File: src/rtl/uart_arb_pkg.sv
// Shared types and constants for the UART TX byte-stream arbiter.
package uart_arb_pkg;

    typedef enum logic {IDLE, LOCK} arb_state_e;

    localparam int unsigned MaxNumReq        = 8;
    localparam int unsigned DefTimeoutCycles = 1024;

endpackage

File: src/rtl/uart_arb_rr_pick.sv
// Combinational round-robin finder: first set request bit at or after rr_ptr, wrapping.
module uart_arb_rr_pick #(
    parameter  int unsigned NumReq = 2,
    localparam int unsigned IdxW   = (NumReq > 1) ? $clog2(NumReq) : 1
) (
    input  logic [NumReq-1:0] req,
    input  logic [IdxW-1:0]   rr_ptr,
    output logic [IdxW-1:0]   winner,
    output logic              any_valid
);

    int unsigned idx;

    always_comb begin
        winner    = '0;
        any_valid = 1'b0;
        idx       = 0;
        for (int unsigned k = 0; k < NumReq; k++) begin
            idx = (32'(rr_ptr) + k) % NumReq;
            if (!any_valid && req[idx]) begin
                winner    = IdxW'(idx);
                any_valid = 1'b1;
            end
        end
    end

endmodule

File: src/rtl/uart_tx_arbiter.sv
// Packet-atomic round-robin arbiter sharing one UART TX byte stream among NumReq requesters.
// Optional idle-owner lock timeout is built when UART_ARB_TIMEOUT_EN is defined.
module uart_tx_arbiter
    import uart_arb_pkg::*;
#(
    parameter  int unsigned NumReq        = 2,
    parameter  int unsigned TimeoutCycles = DefTimeoutCycles,
    localparam int unsigned IdxW          = (NumReq > 1) ? $clog2(NumReq) : 1
) (
    input  logic                   clk_i,
    input  logic                   rst_ni,
    input  logic [NumReq-1:0]      req_valid_i,
    input  logic [NumReq-1:0][7:0] req_data_i,
    input  logic [NumReq-1:0]      req_last_i,
    output logic [NumReq-1:0]      req_ready_o,
    output logic                   tx_valid_o,
    output logic [7:0]             tx_data_o,
    input  logic                   tx_ready_i,
    output logic [IdxW-1:0]        owner_o,
    output logic                   busy_o,
    output logic                   timeout_o
);

    arb_state_e      state_q, state_d;
    logic [IdxW-1:0] rr_q, rr_d;
    logic [IdxW-1:0] owner_q, owner_d;
    logic [IdxW-1:0] winner;
    logic [IdxW-1:0] next_ptr;
    logic            any_valid;
    logic            owner_valid;
    logic            owner_last;
    logic            out_free;
    logic            accept;
    logic            timeout_d;
    logic            tx_valid_q;
    logic [7:0]      tx_data_q;

    uart_arb_rr_pick #(
        .NumReq(NumReq)
    ) u_pick (
        .req      (req_valid_i),
        .rr_ptr   (rr_q),
        .winner   (winner),
        .any_valid(any_valid)
    );

    assign owner_valid = req_valid_i[owner_q];
    assign owner_last  = req_last_i[owner_q];
    assign out_free    = !tx_valid_q || tx_ready_i;
    assign accept      = (state_q == LOCK) && owner_valid && out_free;
    assign next_ptr    = (owner_q == IdxW'(NumReq - 1)) ? '0 : owner_q + 1'b1;

    always_comb begin
        req_ready_o = '0;
        if (state_q == LOCK && out_free) begin
            req_ready_o[owner_q] = 1'b1;
        end
    end

`ifdef UART_ARB_TIMEOUT_EN
    localparam int unsigned CntW = (TimeoutCycles > 1) ? $clog2(TimeoutCycles) : 1;

    logic [CntW-1:0] stall_cnt_q;
    logic            timeout_q;
    logic            stall_expired;

    assign stall_expired = !owner_valid && (stall_cnt_q == CntW'(TimeoutCycles - 1));

    // Counter only advances while the owner holds the lock without presenting data.
    always_ff @(posedge clk_i) begin
        if (!rst_ni) begin
            stall_cnt_q <= '0;
            timeout_q   <= 1'b0;
        end else begin
            timeout_q <= timeout_d;
            if (state_q != LOCK || accept) begin
                stall_cnt_q <= '0;
            end else if (!owner_valid) begin
                stall_cnt_q <= stall_cnt_q + 1'b1;
            end
        end
    end

    assign timeout_o = timeout_q;
`else
    assign timeout_o = 1'b0;
`endif

    always_comb begin
        state_d   = state_q;
        rr_d      = rr_q;
        owner_d   = owner_q;
        timeout_d = 1'b0;
        case (state_q)
            IDLE: begin
                if (any_valid) begin
                    owner_d = winner;
                    state_d = LOCK;
                end
            end
            LOCK: begin
                if (accept && owner_last) begin
                    state_d = IDLE;
                    rr_d    = next_ptr;
                end
`ifdef UART_ARB_TIMEOUT_EN
                else if (stall_expired) begin
                    state_d   = IDLE;
                    rr_d      = next_ptr;
                    timeout_d = 1'b1;
                end
`endif
            end
            default: state_d = IDLE;
        endcase
    end

    always_ff @(posedge clk_i) begin
        if (!rst_ni) begin
            state_q <= IDLE;
            rr_q    <= '0;
            owner_q <= '0;
        end else begin
            state_q <= state_d;
            rr_q    <= rr_d;
            owner_q <= owner_d;
        end
    end

    // A new beat takes priority over draining, keeping one byte per cycle under tx_ready_i.
    always_ff @(posedge clk_i) begin
        if (!rst_ni) begin
            tx_valid_q <= 1'b0;
            tx_data_q  <= '0;
        end else if (accept) begin
            tx_valid_q <= 1'b1;
            tx_data_q  <= req_data_i[owner_q];
        end else if (tx_ready_i) begin
            tx_valid_q <= 1'b0;
        end
    end

    assign tx_valid_o = tx_valid_q;
    assign tx_data_o  = tx_data_q;
    assign owner_o    = owner_q;
    assign busy_o     = (state_q == LOCK);

endmodule

File: config.mk
export PLATFORM = sky130hd
export DESIGN_NAME = uart_tx_arbiter
export DESIGN_NICKNAME = d
export VERILOG_FILES = /design/src/rtl/uart_arb_pkg.sv /design/src/rtl/uart_arb_rr_pick.sv /design/src/rtl/uart_tx_arbiter.sv
export SDC_FILE = /design/constraint.sdc
export NUM_CORES = 1
export LEC_CHECK = 0
export CAP_MARGIN = 25
export CORE_UTILIZATION = 39
export CTS_BUF_LIST = sky130_fd_sc_hd__clkbuf_16
export DETAILED_ROUTE_END_ITERATION = 7
export PLACE_DENSITY = 0.87
export SLEW_MARGIN = 25
export SYNTH_ARGS = -nofsm -noshare
export SYNTH_HDL_FRONTEND = slang
export SYNTH_SLANG_ARGS = --single-unit
File: constraint.sdc
create_clock -name clk_i -period 2.3 [get_ports clk_i]
set_clock_uncertainty 0.05 [all_clocks]
set_input_delay 0.345 -clock clk_i [delete_from_list [all_inputs] [get_ports clk_i]]
set_output_delay 0.345 -clock clk_i [all_outputs]
set_load 0.03 [all_outputs]
Word-level counts from Yosys, hierarchy flattened
Cells that the tools add are included.
Widths: inputs -> output; s select.
Storage, ports and cells
  memories kept: 0
  word-level logic and storage cells: 47
  output and inout port bits: 14
  register bits: 12
  memory bits (read-only): 0
  latch bits: 0
  bits in writable memories: 0
Operators by class
  add/sub/neg operators: 2
  $lt $le $gt $ge: 4
  $mul: 0
  reductions and logical operators: 12
  muxes and demuxes: 23
  bitwise operators: 1
  divide/modulo/power cells: 0
  shift-type cells: 0
  equality and inequality tests: 0
Operators by type and width (number)
  $mux 1: 18
  $mux 8: 2
  $logic_and 1x1->1: 6
  $lt 1x2->1 const B: 3
  $reduce_and 2->1: 2
  $add 1x1->1 const B: 2
  $logic_not 1->1: 2
  $mux 2: 1
  $pmux 1 s2: 1
  $reduce_bool 2->1: 1
  $demux 1 s1: 1
  $ge 1x1->1 const B: 1
  $logic_or 1x1->1: 1
  $not 1->1: 1

Longest topological paths before layout
  depth after elaboration: 8
  mapped depth: 4
  depth with buffers taken out: 3

Cells and area by module
Synthesis repeated with hierarchy kept, for this count alone.
Unflattened totals
  cell total of the unflattened synthesis: 71
  area, all modules: 650.6 µm²
By module, submodules not included
  uart_tx_arbiter: area an instance 633.1 µm², times used 1, cells an instance 68
  uart_arb_rr_pick: area an instance 17.5 µm², times used 1, cells an instance 3

Worst setup path before layout
OpenSTA, ideal clock, no wires.
  path kind: register to output
  start: reg state_q (netlist: busy_o)
  end: out req_ready_o[0]
  data arrival time: 1373 ps
  required time: 1905 ps
  path buffers: 1
  slack: 532 ps
  stages on the path, launching flop included: 4
  cells stage by stage: dfxtp_1 clkbuf_1 nand2_1 nor2_1
Between the ends
  cells in the longest elaborated chain, start to end: 2
Ends and longest elaborated chain
  start, declared: line uart_tx_arbiter.sv:24  | arb_state_e state_q, state_d;
  start signal, assigned: line uart_tx_arbiter.sv:124  | state_q <= state_d;
  $logic_and 1x1->1: line uart_tx_arbiter.sv:55  | if (state_q == LOCK && out_free) begin
  $mux 2: line uart_tx_arbiter.sv:55
  end, declared: line uart_tx_arbiter.sv:15  | output logic [NumReq-1:0] req_ready_o,
Every way passes these cells.

Final worst setup path
  start: reg owner_q (netlist: owner_o)
  end: out owner_o
RTL lines
  start, declared: line uart_tx_arbiter.sv:26  | logic [IdxW-1:0] owner_q, owner_d;
  start signal, assigned: line uart_tx_arbiter.sv:126  | owner_q <= owner_d;
  end, declared: line uart_tx_arbiter.sv:19  | output logic [IdxW-1:0] owner_o,
No word-level cell between the ends.

==> impl_metrics.toml <==
[layout]
stdcell_count = 112
layout-drive-gt1-share = 0.125
nNetsFinal = 121
final_cell_area_um2 = 1060
diodes = 0
area_growth_syn_to_layout_pct = 65.2

[floorplanning]
io_pins = 37
die_area_um2 = 1810
core_um2 = 1520
start_util = 0.420
die_h_um = 42.5
die_x_um = 42.5
num_rows = 14

[route]
num_vias = 648
drt_iter0_drc = 18
wl_per_cell_um = 15.6
dr.pass1.iters = 4
drt-total-wl_um = 1750
drc_errors = 0
viasPerCell = 5.79
drtAntennaViolNets = 0

[sta]
tns_ns = 0
hold_viol_final = 0
period_minus_slack_ns = 1.86
max_freq_mhz = 537
rsz0062_at_grt = "false"
post-route-period-util = 0.809
final_max_slew_viol_count = 0
setup_violations = 0

[yosys]
synth_top_cells_by_count = "dfxtp_1 (12), mux2i_1 (8), nand4_1 (8), o211a_1 (8), clkbuf_1 (3)"
syn_nets = 85
netlist_instances = 62
synthArstFlopShare = 0
yosys.area.top_type_share = 0.376
yosysMostFrequentCell = "dfxtp_1"
synth_area_um2 = 639
synth_cell_types = 25
synth_top_area_cell = "dfxtp_1"
synth_seq_area_share = 0.376
dominantRegCellSynth = "dfxtp_1"
synthTopCellsByArea = "dfxtp_1 (38%), mux2i_1 (13%), o211a_1 (13%), nand4_1 (7.8%), buf_6 (3.5%)"
syn_area_per_cell_um2 = 10.3
ys_seq_elements = 12
ys_warn_count = 0
synth_edf_count = 0

[place]
dp_hpwl_um = 1140
gp_congestion = 0.725
port_buffers = 35
placed_cells = 109
dpl_cell_area_um2 = 981

[power]
p_leak_uw = 0.000486
powerDensity_nw_per_um2 = 694
ir_drop_mv = 0.371

[worst_setup_path]
cp-end-kind = "primary output"
required_ns = 1.90
path_cells = "clkdlybuf4s50_1"
timing.critical_path.buf_inv = 1
critPathKind = "reg2out"
arrival_ns = 1.47
crit_slowest_cell = "clkdlybuf4s50_1"
crit_family = "buffers and inverters"
cpPeakStageDelay_ns = 0.73
crit_fanout = 7
start_kind = "flop"

[flow_run]
drv_cap = 0

[clock_tree]
clockBufferDepth = 2
cts_tree = "yes"
h-tree-depth = 1
cts_hold_buf = 0
post-cts-setup-buffers = 0
clk_pin_slew_worst_paths_ns = 0.04
clockRootBuffer = "clkbuf_16"
cts_buffers = 3
cts.sinks = 12
worst_skew_pair.late_latency_ns = 0.24
cts_resized = 0

[grt]
grt_max_degree = 17
grt.total_usage = 0.219
grt-ovfl-total = 0
grt_pass1_wl_um = 2920
grt_pass1_vias = 651
antenna_found_initial = 0

[hold_path]
hold_path.class = "reg2reg"

[run_status]
status = "completed"
layer usage:
| metal | vias to the layer above | global-route usage | wire (um) |
|---|---|---|---|
| met3 | 6 | 0.0474 | 80 |
| met4 | 0 | 0.163 | 46 |
| met5 | - | 0 | 0 |
| met1 | 310 | 0.262 | 707 |
| met2 | 29 | 0.338 | 911 |
| li1 | 303 | - | - |
layout make-up:
type	count	area, um2
inverter	2	7.51
timing repair buffer	38	368
multi-input combinational	41	345
tap	16	20.0
sequential	12	240
clock buffer	3	75.1
fill	128	468
report_power, final:
group	switching (uW)	total [uW]	internal, uW
clock network	84.5	310	226
logic	90.6	186	95.2
registers	11.0	237	226
cells by family after synthesis:
kind of cell	count (synthesis)	share of synthesized area
simple gates	16	0.168
compound gates	14	0.200
flops	12	0.376
mux	10	0.166
buf+inv	9	0.0841
other cells	1	0.00587
final timing paths:
kind	startpoint	end	slack, ns	cells after the start
worst max-delay path	owner_o	owner_o	0.44	1
worst min-delay path	tx_data_o[1]	tx_data_o[1]	0.46	1
worst max register to register	owner_o	tx_data_o[0]	0.79	3
worst min register to register	tx_data_o[1]	tx_data_o[1]	0.46	1
cells in the final DEF, fill, tap and decap left out, types with 2 or more instances in the layout:
cell type	n
dfxtp_1	12
nand4_1	8
o211a_1	8
clkbuf_16	3
mux2i_1	8
clkdlybuf4s50_1	33
inv_1	2
buf_4	5
a21boi_1	2
sequential cells by signal, summed over array words and instances, names as in the netlist:
signal and count:
owner_o 1, busy_o 1, tx_valid_o 1, tx_data_o 8, rr_q 1
through the flow:
stage / util / power, uW / setup slack, ns / hold slack [ns]
after floorplan: - / 343 / 0.532 / 0.419
after detailed placement: 0.644 / 423 / 0.508 / 0.438
after global routing: 0.693 / 764 / 0.382 / 0.476
after CTS: 0.693 / 737 / 0.432 / 0.456
after global placement: 0.644 / 420 / 0.521 / 0.433
final: 0.693 / 733 / 0.439 / 0.455
(Power assumes the default switching activity.)
